File: src/rtl/imem_arb_if.sv
// Instruction-memory arbiter bus: fetch port, loader/debug port and the imem port.
interface imem_arb_if;
  localparam int unsigned XLEN = 32;

  // Fetch port
  logic            f_req;
  logic [XLEN-1:0] f_addr;
  logic            f_gnt;
  logic            f_rvalid;
  logic [XLEN-1:0] f_rdata;

  // Loader / debug port
  logic            l_req;
  logic            l_we;
  logic            l_lock;
  logic [XLEN-1:0] l_addr;
  logic [XLEN-1:0] l_wdata;
  logic            l_gnt;
  logic            l_rvalid;
  logic [XLEN-1:0] l_rdata;

  // Instruction memory port
  logic [XLEN-1:0] mem_a;
  logic            mem_we;
  logic [XLEN-1:0] mem_wd;
  logic [XLEN-1:0] mem_rd;

  // Arbiter side
  modport slave (
    input  f_req, f_addr, l_req, l_we, l_lock, l_addr, l_wdata, mem_rd,
    output f_gnt, f_rvalid, f_rdata, l_gnt, l_rvalid, l_rdata, mem_a, mem_we, mem_wd
  );

  // Requester / memory side
  modport master (
    output f_req, f_addr, l_req, l_we, l_lock, l_addr, l_wdata, mem_rd,
    input  f_gnt, f_rvalid, f_rdata, l_gnt, l_rvalid, l_rdata, mem_a, mem_we, mem_wd
  );
endinterface

File: src/rtl/imem_arb.sv
// Two-port instruction-memory arbiter: fetch stage vs loader/debug, with a
// lockable loader burst mode and one-cycle registered read return.
// Optional macro IMEM_ARB_STARVE_EN adds loader starvation protection; without
// it SHARED is strict fetch priority.
module imem_arb #(
  parameter int unsigned MAX_WAIT = 4
) (
  input  logic        clk,
  input  logic        reset,
  imem_arb_if.slave   bus
);

  localparam int unsigned XLEN = 32;

  typedef enum logic {
    SHARED = 1'b0,
    LOCKED = 1'b1
  } state_e;

  state_e            state_q, state_d;
  logic              f_gnt_c;
  logic              l_gnt_c;
  logic              l_rd_c;
  logic              starve_c;
  logic              f_rvalid_q, f_rvalid_d;
  logic              l_rvalid_q, l_rvalid_d;
  logic [XLEN-1:0]   f_rdata_q, f_rdata_d;
  logic [XLEN-1:0]   l_rdata_q, l_rdata_d;

`ifdef IMEM_ARB_STARVE_EN
  localparam int unsigned CNT_W = 4;
  localparam logic [CNT_W-1:0] MAX_WAIT_C = CNT_W'(MAX_WAIT);

  logic [CNT_W-1:0]  cnt_q, cnt_d;

  assign starve_c = (cnt_q == MAX_WAIT_C);

  // Count consecutive denied loader cycles, saturating; any grant or idle clears.
  always_comb begin
    cnt_d = '0;
    if (bus.l_req && !l_gnt_c) begin
      cnt_d = starve_c ? cnt_q : CNT_W'(cnt_q + 1'b1);
    end
  end

  // Starvation counter register
  always_ff @(posedge clk or posedge reset) begin
    if (reset) cnt_q <= '0;
    else       cnt_q <= cnt_d;
  end
`else
  logic unused_max_wait;
  assign unused_max_wait = (MAX_WAIT != 0);
  assign starve_c        = 1'b0;
`endif

  // Arbitration and lock FSM: grants are combinational and forced low in reset.
  always_comb begin
    state_d = state_q;
    f_gnt_c = 1'b0;
    l_gnt_c = 1'b0;
    if (!reset) begin
      case (state_q)
        SHARED: begin
          if (bus.l_req && (!bus.f_req || starve_c)) begin
            l_gnt_c = 1'b1;
          end else if (bus.f_req) begin
            f_gnt_c = 1'b1;
          end
          if (l_gnt_c && bus.l_lock) state_d = LOCKED;
        end
        LOCKED: begin
          l_gnt_c = bus.l_req;
          if (!bus.l_lock) state_d = SHARED;
        end
        default: state_d = SHARED;
      endcase
    end
  end

  // Read-return next state: capture imem data for the granted read only.
  always_comb begin
    l_rd_c     = l_gnt_c & ~bus.l_we;
    f_rvalid_d = f_gnt_c;
    l_rvalid_d = l_rd_c;
    f_rdata_d  = f_rdata_q;
    l_rdata_d  = l_rdata_q;
    if (f_gnt_c) f_rdata_d = bus.mem_rd;
    if (l_rd_c)  l_rdata_d = bus.mem_rd;
  end

  // State and read-return registers; async reset drops any pending response.
  always_ff @(posedge clk or posedge reset) begin
    if (reset) begin
      state_q    <= SHARED;
      f_rvalid_q <= 1'b0;
      l_rvalid_q <= 1'b0;
      f_rdata_q  <= '0;
      l_rdata_q  <= '0;
    end else begin
      state_q    <= state_d;
      f_rvalid_q <= f_rvalid_d;
      l_rvalid_q <= l_rvalid_d;
      f_rdata_q  <= f_rdata_d;
      l_rdata_q  <= l_rdata_d;
    end
  end

  assign bus.f_gnt    = f_gnt_c;
  assign bus.l_gnt    = l_gnt_c;
  assign bus.f_rvalid = f_rvalid_q;
  assign bus.l_rvalid = l_rvalid_q;
  assign bus.f_rdata  = f_rdata_q;
  assign bus.l_rdata  = l_rdata_q;
  assign bus.mem_a    = l_gnt_c ? bus.l_addr : bus.f_addr;
  assign bus.mem_we   = l_gnt_c & bus.l_we;
  assign bus.mem_wd   = bus.l_wdata;

endmodule
File: src/flat_wrapper.sv
// flat-port wrapper written by rule: the top's interface ports become plain ports
module imem_arb_flat 
#(
  parameter int unsigned MAX_WAIT = 4
)
  (clk, reset, bus_f_req, bus_f_addr, bus_l_req, bus_l_we, bus_l_lock, bus_l_addr, bus_l_wdata, bus_mem_rd, bus_f_gnt, bus_f_rvalid, bus_f_rdata, bus_l_gnt, bus_l_rvalid, bus_l_rdata, bus_mem_a, bus_mem_we, bus_mem_wd);
  imem_arb_if bus_i ();
  input  logic clk;
  input  logic reset;
  input wire logic [$bits(bus_i.f_req)-1:0] bus_f_req;
  input wire logic [$bits(bus_i.f_addr)-1:0] bus_f_addr;
  input wire logic [$bits(bus_i.l_req)-1:0] bus_l_req;
  input wire logic [$bits(bus_i.l_we)-1:0] bus_l_we;
  input wire logic [$bits(bus_i.l_lock)-1:0] bus_l_lock;
  input wire logic [$bits(bus_i.l_addr)-1:0] bus_l_addr;
  input wire logic [$bits(bus_i.l_wdata)-1:0] bus_l_wdata;
  input wire logic [$bits(bus_i.mem_rd)-1:0] bus_mem_rd;
  output wire logic [$bits(bus_i.f_gnt)-1:0] bus_f_gnt;
  output wire logic [$bits(bus_i.f_rvalid)-1:0] bus_f_rvalid;
  output wire logic [$bits(bus_i.f_rdata)-1:0] bus_f_rdata;
  output wire logic [$bits(bus_i.l_gnt)-1:0] bus_l_gnt;
  output wire logic [$bits(bus_i.l_rvalid)-1:0] bus_l_rvalid;
  output wire logic [$bits(bus_i.l_rdata)-1:0] bus_l_rdata;
  output wire logic [$bits(bus_i.mem_a)-1:0] bus_mem_a;
  output wire logic [$bits(bus_i.mem_we)-1:0] bus_mem_we;
  output wire logic [$bits(bus_i.mem_wd)-1:0] bus_mem_wd;
  assign bus_i.f_req = bus_f_req;
  assign bus_i.f_addr = bus_f_addr;
  assign bus_i.l_req = bus_l_req;
  assign bus_i.l_we = bus_l_we;
  assign bus_i.l_lock = bus_l_lock;
  assign bus_i.l_addr = bus_l_addr;
  assign bus_i.l_wdata = bus_l_wdata;
  assign bus_i.mem_rd = bus_mem_rd;
  assign bus_f_gnt = bus_i.f_gnt;
  assign bus_f_rvalid = bus_i.f_rvalid;
  assign bus_f_rdata = bus_i.f_rdata;
  assign bus_l_gnt = bus_i.l_gnt;
  assign bus_l_rvalid = bus_i.l_rvalid;
  assign bus_l_rdata = bus_i.l_rdata;
  assign bus_mem_a = bus_i.mem_a;
  assign bus_mem_we = bus_i.mem_we;
  assign bus_mem_wd = bus_i.mem_wd;
  imem_arb #(.MAX_WAIT(MAX_WAIT)) u_core (.clk(clk), .reset(reset), .bus(bus_i));
endmodule
File: config.mk
export PLATFORM = sky130hd
export DESIGN_NAME = imem_arb_flat
export DESIGN_NICKNAME = d
export VERILOG_FILES = /design/src/rtl/imem_arb_if.sv /design/src/rtl/imem_arb.sv /design/src/flat_wrapper.sv
export SDC_FILE = /design/constraint.sdc
export NUM_CORES = 1
export LEC_CHECK = 0
export ABC_AREA = 1
export BUFFER_PORTS_ARGS = -buffer_cell sky130_fd_sc_hd__buf_2
export CAP_MARGIN = 20
export CORE_AREA = 2 2 104 106
export CTS_CLUSTER_DIAMETER = 100
export CTS_CLUSTER_SIZE = 20
export DETAILED_ROUTE_END_ITERATION = 8
export DIE_AREA = 0 0 106 108
export PLACE_DENSITY_LB_ADDON = 0.05
export SLEW_MARGIN = 30
export SYNTH_ARGS = -nofsm -noshare
export SYNTH_HDL_FRONTEND = slang
export SYNTH_SLANG_ARGS = --single-unit
export TNS_END_PERCENT = 100
File: constraint.sdc
create_clock -name clk -period 3.3 [get_ports clk]
set_input_delay 0.495 -clock clk [delete_from_list [all_inputs] [get_ports clk]]
set_output_delay 0.495 -clock clk [all_outputs]
set_load 0.03 [all_outputs]
# --- Word level (Yosys, flattened, before mapping) ---
# Cells that the tools add are included.
word_totals:
  input_bits: 134
  reg_bits: 67
  output_inout_bits: 133
classes:
  bitwise_logic: 4
  n_mux: 13
  reduce_logical: 3
ops:
  columns: ["op", "count"]
  rows:
  - ["32-bit 2-to-1 mux", 1]
  - ["1-bit 2-to-1 mux", 10]
  - ["1-bit case mux with 2 select lines", 2]
  - ["1-bit bitwise AND", 2]
  - ["1-bit logical AND", 2]
  - ["1-bit inverter", 2]
  - ["1-bit logical NOT", 1]

# --- Logic depth before layout (Yosys ltp) ---
# Gate-level depths: netlist (run 1).
depth:
  ltp_word: 8
  ltp_mapped: 7
  mapped_depth_nobuf: 6

# --- Worst setup path before layout (run 1) ---
# OpenSTA, ideal clock, no wires.
synth_timing:
  kind: "input to output"
  start: "in reset"
  end: "out bus_mem_we"
  arrival_ns: 1.462
  path_slack_ns: 1.343
  n_path_buf: 2
  stages: 5
  required_time_ns: 2.805
  path_cell_list: "buf_4 -> nor2_8 -> nand2_4 -> buf_2 -> nor2_1"
synth_between:
  elab_chain_len: 2
synth_lines:
  columns: ["item", "line", "text"]
  rows:
  - ["from (decl)", "flat_wrapper.sv:9", "input logic reset;"]
  - ["1-bit 2-to-1 mux", "imem_arb.sv:62", "if (!reset) begin"]
  - ["1-bit bitwise AND", "imem_arb.sv:116", "assign bus.mem_we = l_gnt_c & bus.l_we;"]
  - ["to (decl)", "flat_wrapper.sv:25", "output wire logic [$bits(bus_i.mem_we)-1:0] bus_mem_we;"]
# Every way passes these cells.

# --- Worst setup path in the final report (run 1) ---
layout_timing:
  start: "reg u_core.state_q"
  end: "out bus_mem_a[3]"
layout_between:
  elab_chain_len: 4
layout_lines:
  columns: ["item", "line", "text"]
  rows:
  - ["from (decl)", "imem_arb.sv:20", "state_e state_q, state_d;"]
  - ["from (signal assigned)", "imem_arb.sv:101", "state_q <= state_d;"]
  - ["1-bit inverter", "imem_arb.sv:63", "case (state_q)"]
  - ["1-bit case mux with 2 select lines (*)", "imem_arb.sv:63", null]
  - ["1-bit 2-to-1 mux (*)", "imem_arb.sv:62", null]
  - ["32-bit 2-to-1 mux (*)", "imem_arb.sv:115", "assign bus.mem_a = l_gnt_c ? bus.l_addr : bus.f_addr;"]
  - ["to (decl)", "flat_wrapper.sv:24", "output wire logic [$bits(bus_i.mem_a)-1:0] bus_mem_a;"]
# Mark *: on every way between the ends. The rest lies on a longest branch, timed or not.

==> results of run 1 <==
## placed cells by master, fill, tap and decap left out, drive strengths merged
cell type | netlist | final
nand4 | 32 | 32
clkinv | 2 | 4
bufinv | 0 | 1
dfrtp | 67 | 67
nand3 | 1 | 1
inv | 4 | 4
clkbuf | 6 | 12
o21ai | 33 | 33
nand2 | 226 | 226
nor2 | 5 | 5
buf | 55 | 208
## sequential cells by signal (all words and copies together) (netlist names)
register and cells:
u_core.state_q 1, u_core.bus.f_rvalid 1, u_core.bus.l_rdata 32, u_core.bus.l_rvalid 1, u_core.bus.f_rdata 32
## worst register-to-register path: cells and delay by family, from the launching register on
kind / cells / cell delay [ns]
and+or+nand+nor: 4 / 1.22
buffers and inverters: 2 / 0.60
DFF: 1 / 0.34
## area by class of cell
cell class	instances	area [µm²]	share of cell area [%]
repair buffers	208	1070	24.4
inverters	6	23.8	0.542
well taps	136	170	3.88
flip-flops and latches	67	1680	38.2
clock buffers	12	135	3.08
multi-input cells	297	1270	29.0
clock inverters	3	40.0	0.913
## report_power, final
group,leakage (nW),switching [mW],internal [mW]
combinational,1.70,0.643,0.246
clock,0.0902,0.304,0.343
sequential,0.838,0.0760,0.968
total,2.63,1.02,1.56
## worst min path at each step
stage                                         to  cells past startpoint
final                     u_core.bus.f_rdata[10]                      3
after global routing      u_core.bus.f_rdata[10]                      3
after CTS                 u_core.bus.f_rdata[10]                      3
after detailed placement  u_core.bus.l_rdata[18]                      2
after global placement    u_core.bus.l_rdata[16]                      2
after floorplan                   u_core.state_q                      2
## kinds of logic (layout without fill, tap and decap cells)
kind of cell	Yosys count	after routing
AO/OA/AOI/OAI	33	33
buffers and inverters	67	229
AND/OR/NAND/NOR	264	264
flip-flops	67	67
## layer usage
metal | routed length [µm] | vias up
met1 | 4210 | 1565
li1 | - | 1647
met2 | 5940 | 155
met5 | 0 | -
met4 | 161 | 0
met3 | 873 | 20
==> summary.md, run 1 <==
| Metric | Value |
|---|---|
| HPWL after DPL | `7.99 mm` |
| Delay-heaviest family, CP | `buffers and inverters` |
| RSZ-0062 raised after global routing | `false` |
| Initial antenna violation count | `0` |
| Largest net degree at the start of global routing | `68` |
| Clock skew | `0.00585 ns` |
| Final instance area | `4390 µm²` |
| R2R depth | `6` |
| DR iter-0 viols | `126` |
| Chip height | `108 µm` |
| Crit Path Class | `reg2out` |
| Netlist cell types | `17` |
| Yosys top cell area share | `49.7%` |
| Final Hold Violating Endpoints | `0` |
| Synth Area in Simple Gates | `32.8%` |
| WHS | `0.358 ns` |
| Core footprint | `10200 µm²` |
| Crit path cell chain | `inv_1 > nand2_2 > nand2_4 > clkinv_2 > nand2_1 > nand2_1 > buf_2` |
| Area growth syn-to-layout | `30.1%` |
| Post-synth top flop | `dfrtp_1` |
| Worst hold-check path type | `in2reg` |
| Synth Area in Compound Gates | `4.90%` |
| Worst slew margin | `46.6%` |
| Post-synthesis xor/xnor area fraction | `0%` |
| Syn Nets | `565` |
| Share of post-route cells with drive strength above 1 | `38.3%` |
| Crit path from | `u_core.state_q` |
| Worst VDD drop | `0.000189 V` |
| Mapped Area | `3370 µm²` |
| Io pins | `267` |
| Status | `completed` |
| R2R Path End | `u_core.bus.l_rdata[14]` |
| Fmax | `0.399 GHz` |
| Setup slack after layout | `0.793 ns` |
| Drt total wl | `11.2 mm` |
| Power density cells | `589 nW/µm²` |
| Final Cycle Share | `76.0%` |
| Die footprint | `11400 µm²` |
| Register area share after synthesis | `49.7%` |
| Synth area leaders | `dfrtp_1 50%, nand2_1 25%, buf_4 8.5%` |
| DRC viols | `0` |
| Reg-to-reg startpoint | `u_core.state_q` |
| Yosys reg bits | `67` |
| Grt met3 use | `5.91%` |
| Worst path most repeated cell | `nand2_1` |
| Clock sinks | `67` |
| CP bufs+invs | `3` |
| Clock transition at path regs | `0.07 ns` |
| Post-synth EDFFs | `0` |
| Final Net Count | `723` |
| Final core occ | `42.9%` |
| Via/cell ratio | `4.65` |
| DR pass1 iterations | `4` |
| Global Route Usage Sum | `19.5%` |
| Clock buffer depth | `2` |
| Fraction of synthesized area in multiplexers | `0%` |
| First-pass GRT wire length | `17.3 mm` |
| Hold Buf Count CTS | `0` |
| Max-slew violation total from the final report | `0` |
| GR Layer Usage met1 | `21.8%` |
| Top-count cell post-synth | `nand2_1` |
| Hold_sp | `bus_mem_rd[10]` |
| Critical path depth in cells | `7` |
| Leading area contributor after synthesis | `dfrtp_1` |
| Post-synth top cells | `224 x nand2_1, 67 x dfrtp_1, 38 x buf_4` |
| Grt peak-use layer | `met2` |
| Remaining Overflow, GRT | `0` |
| Dpl ws | `0.784 ns` |
| Worst-path fanout max | `34` |
| CP arrival | `2.01 ns` |
| # H-tree levels | `3` |
| Worst endpoint required time | `2.80 ns` |
| Placed Area | `4210 µm²` |
| Initial Utilization | `32.9%` |
| Final setup TNS | `0 ns` |
| WL per Instance | `15.3 µm` |
| CP peak stage delay | `0.43 ns` |
| Vias in the first global route | `3361` |
| Post-Syn Instances | `431` |
| Max-cap viol count | `0` |
| Crit path to | `bus_mem_a[3]` |
| Fillers | `1113` |
| Main combinational cell family by area after synthesis | `simple AND/OR/NAND/NOR gates` |
| Via count | `3387` |
| Final setup violation count | `0` |
| Tot Pwr | `2.58 mW` |
| Post-synth ARST share | `100%` |
| Die width | `106 µm` |
| CTS Root Cell | `clkbuf_8` |
| P_leak | `2.63 nW` |
| Finished Layout Cells | `729` |
| Synth Area per Inst | `7.82 µm²` |
| Row count | `37` |
| CTS tree | `built` |
| Crit end category | `output port` |
| Min Tclk post-route | `2.51 ns` |
| Num CTS Buffers | `9` |
| Port Buf Inserts | `202` |
| Met2 usage | `35.6%` |
| Synth warn | `0` |
| Final Wtd Congestion | `0.736` |
| N_diodes | `0` |
| Setup bufs post-CTS | `0` |
| Least-Margin Pin Slew | `0.801 ns` |
| Adder-cell area share of the yosys netlist | `0%` |
| Clk_lat worst skew | `0.35 ns` |
| Slowest cell on the critical path | `clkinv_2` |
| Reg2reg setup slack | `1.03 ns` |
| Post-cts sizing count | `0` |
| Placed insts | `714` |
| Critical Path Source Type | `register` |
| Remaining antenna violation count | `0` |
Power figures use the tool's default switching activity.
==> run 2: changes to the inputs <==
--- a/config.mk
+++ b/config.mk
@@ -5,14 +5,14 @@
 export SDC_FILE = /design/constraint.sdc
 export NUM_CORES = 1
 export LEC_CHECK = 0
-export ABC_AREA = 1
+export ABC_AREA = 0
 export BUFFER_PORTS_ARGS = -buffer_cell sky130_fd_sc_hd__buf_2
 export CAP_MARGIN = 20
-export CORE_AREA = 2 2 104 106
+export CORE_AREA = 2 2 105 107
 export CTS_CLUSTER_DIAMETER = 100
 export CTS_CLUSTER_SIZE = 20
 export DETAILED_ROUTE_END_ITERATION = 8
-export DIE_AREA = 0 0 106 108
+export DIE_AREA = 0 0 107 109
 export PLACE_DENSITY_LB_ADDON = 0.05
 export SLEW_MARGIN = 30
 export SYNTH_ARGS = -nofsm -noshare
==> constraint.sdc (replaced) <==
create_clock -name clk -period 2.55 [get_ports clk]
set_input_delay 0.3825 -clock clk [delete_from_list [all_inputs] [get_ports clk]]
set_output_delay 0.3825 -clock clk [all_outputs]
set_load 0.03 [all_outputs]
==> summary.md, run 2 <==
| Metric | Value |
|---|---|
| Max-cap viol count | `0` |
| Area growth syn-to-layout | `36.1%` |
| Share of post-route cells with drive strength above 1 | `81.9%` |
| WL per Instance | `16.9 µm` |
| First-pass GRT wire length | `12.8 mm` |
| Netlist cell types | `13` |
| Post-synthesis xor/xnor area fraction | `0%` |
| Remaining antenna violation count | `0` |
| Post-synth EDFFs | `0` |
| Final Net Count | `527` |
| Post-synth top flop | `dfrtp_1` |
| Post-synth ARST share | `100%` |
| Die footprint | `11700 µm²` |
| DR pass1 iterations | `4` |
| Post-Syn Instances | `215` |
| DRC viols | `0` |
| R2R depth | `4` |
| Core footprint | `10600 µm²` |
| Reg2reg setup slack | `0.76 ns` |
| Post-cts sizing count | `0` |
| Largest net degree at the start of global routing | `68` |
| Power density cells | `844 nW/µm²` |
| # H-tree levels | `3` |
| Placed Area | `4090 µm²` |
| Initial Utilization | `29.7%` |
| Vias in the first global route | `2329` |
| Slowest cell on the critical path | `mux2_2` |
| Post-synth top cells | `96 x mux2_2, 67 x dfrtp_1, 35 x buf_4` |
| Worst-path fanout max | `34` |
| Port Buf Inserts | `202` |
| Clock buffer depth | `2` |
| Adder-cell area share of the yosys netlist | `0%` |
| Final setup TNS | `0 ns` |
| Metal2 WL | `4.54 mm` |
| Crit end category | `output port` |
| Via count | `2380` |
| Yosys top cell area share | `53.2%` |
| Highest metal used | `met5` |
| HPWL after DPL | `7.05 mm` |
| Worst endpoint required time | `2.17 ns` |
| Crit Path Class | `reg2out` |
| WHS | `0.278 ns` |
| Num CTS Buffers | `9` |
| Fmax | `0.434 GHz` |
| Yosys reg bits | `67` |
| CP peak stage delay | `0.40 ns` |
| Synth Area in Simple Gates | `2.06%` |
| Synth warn | `0` |
| Main combinational cell family by area after synthesis | `multiplexers` |
| Delay-heaviest family, CP | `simple AND/OR/NAND/NOR gates` |
| Synth Area per Inst | `14.7 µm²` |
| Fraction of synthesized area in multiplexers | `34.3%` |
| CP arrival | `1.92 ns` |
| Final Wtd Congestion | `0.732` |
| N_diodes | `0` |
| Initial antenna violation count | `2` |
| Remaining Overflow, GRT | `0` |
| Setup bufs post-CTS | `0` |
| Worst VDD drop | `0.000391 V` |
| Final Hold Violating Endpoints | `0` |
| Row count | `38` |
| Hold depth | `2` |
| Clock sinks | `67` |
| Drt total wl | `9.07 mm` |
| Clock transition at path regs | `0.08 ns` |
| Min Tclk post-route | `2.30 ns` |
| Status | `completed` |
| RSZ-0062 raised after global routing | `false` |
| Least-Margin Pin Slew | `0.612 ns` |
| Via/cell ratio | `4.42` |
| Worst hold-check path type | `in2reg` |
| Clock skew | `0.00739 ns` |
| Max-slew violation total from the final report | `0` |
| Clk_lat worst skew | `0.34 ns` |
| Placed insts | `522` |
| Global Route Usage Sum | `14.8%` |
| Synth area leaders | `dfrtp_1 53%, mux2_2 34%, buf_4 8.3%` |
| Synth Area in Compound Gates | `0.278%` |
| Final instance area | `4290 µm²` |
| DR iter-0 viols | `43` |
| Crit path cell chain | `nand2b_2 > nand3_4 > mux2_2 > buf_2` |
| Final setup violation count | `0` |
| CTS tree | `built` |
| Chip height | `109 µm` |
| Io pins | `267` |
| Final Cycle Share | `90.3%` |
| Mapped Area | `3150 µm²` |
| Most common cell after layout, fill and taps aside | `buf_2` |
| CTS Root Cell | `clkbuf_8` |
| Die width | `107 µm` |
| Register area share after synthesis | `53.2%` |
| CP bufs+invs | `1` |
| Critical Path Source Type | `register` |
| P_leak | `2.16 nW` |
| Syn Nets | `349` |
| Met1 wire length | `3.34 mm` |
| Leading area contributor after synthesis | `dfrtp_1` |
| Met3 wire length | `1.05 mm` |
| Most frequent cells in the layout | `202 x buf_2, 96 x mux2_2, 67 x dfrtp_1, 9 x clkbuf_8, 5 x buf_4` |
| Top-count cell post-synth | `mux2_2` |
| Critical path depth in cells | `4` |
| Finished Layout Cells | `538` |
| Hold Buf Count CTS | `0` |
| Worst slew margin | `59.2%` |
run 2: per-stage QoR:
| stage | util [%] | setup slack [ns] | total power [mW] |
|---|---|---|---|
| finish | 40.5 | 0.246 | 3.62 |
| global route | 40.5 | 0.159 | 3.82 |
| CTS | 40.5 | 0.205 | 3.70 |
| detailed placement | 38.6 | 0.531 | 2.77 |
| global placement | 38.6 | 0.542 | 2.77 |
| floorplan | - | -0.140 | 2.41 |
run 2: final cells by class:
cell class	instances	area [µm²]
sequential	67	1680
fill	1055	6310
tap	140	175
clock buffer	9	124
inverter	3	15.0
clock inverter	7	76.3
timing repair buffer	208	1060
multi-input combinational	104	1170
run 2: per-layer routing:
metal / vias up / track usage (%)
met3: 13 / 7.53
met5: - / 0
met4: 4 / 5.29
li1: 1079 / -
met2: 157 / 25.0
met1: 1127 / 16.2
run 2: worst paths after layout:
kind / start / endpoint
worst min-delay path: bus_mem_rd[16] / u_core.bus.f_rdata[16]
worst max register to register: u_core.state_q / u_core.bus.f_rdata[25]
min in group asynchronous: reset / u_core.state_q
max in group asynchronous: reset / u_core.bus.f_rdata[9]
worst max-delay path: u_core.state_q / bus_mem_a[2]
worst min register to register: u_core.state_q / u_core.state_q
run 2: cells by family (layout without fill, tap and decap cells):
kind of cell           count (synthesis)  in the layout
and+or+nand+nor                        7              7
DFF                                   67             67
buffers and inverters                 44            227
muxes                                 96             96
AOI/OAI and AO/OA                      1              1
run 2: power breakdown:
part / internal, mW / switching [mW] / leakage [nW] / total [mW]
clock: 0.460 / 0.439 / 0.102 / 0.899
combinational: 0.472 / 0.851 / 1.26 / 1.32
sequential: 1.30 / 0.108 / 0.797 / 1.40
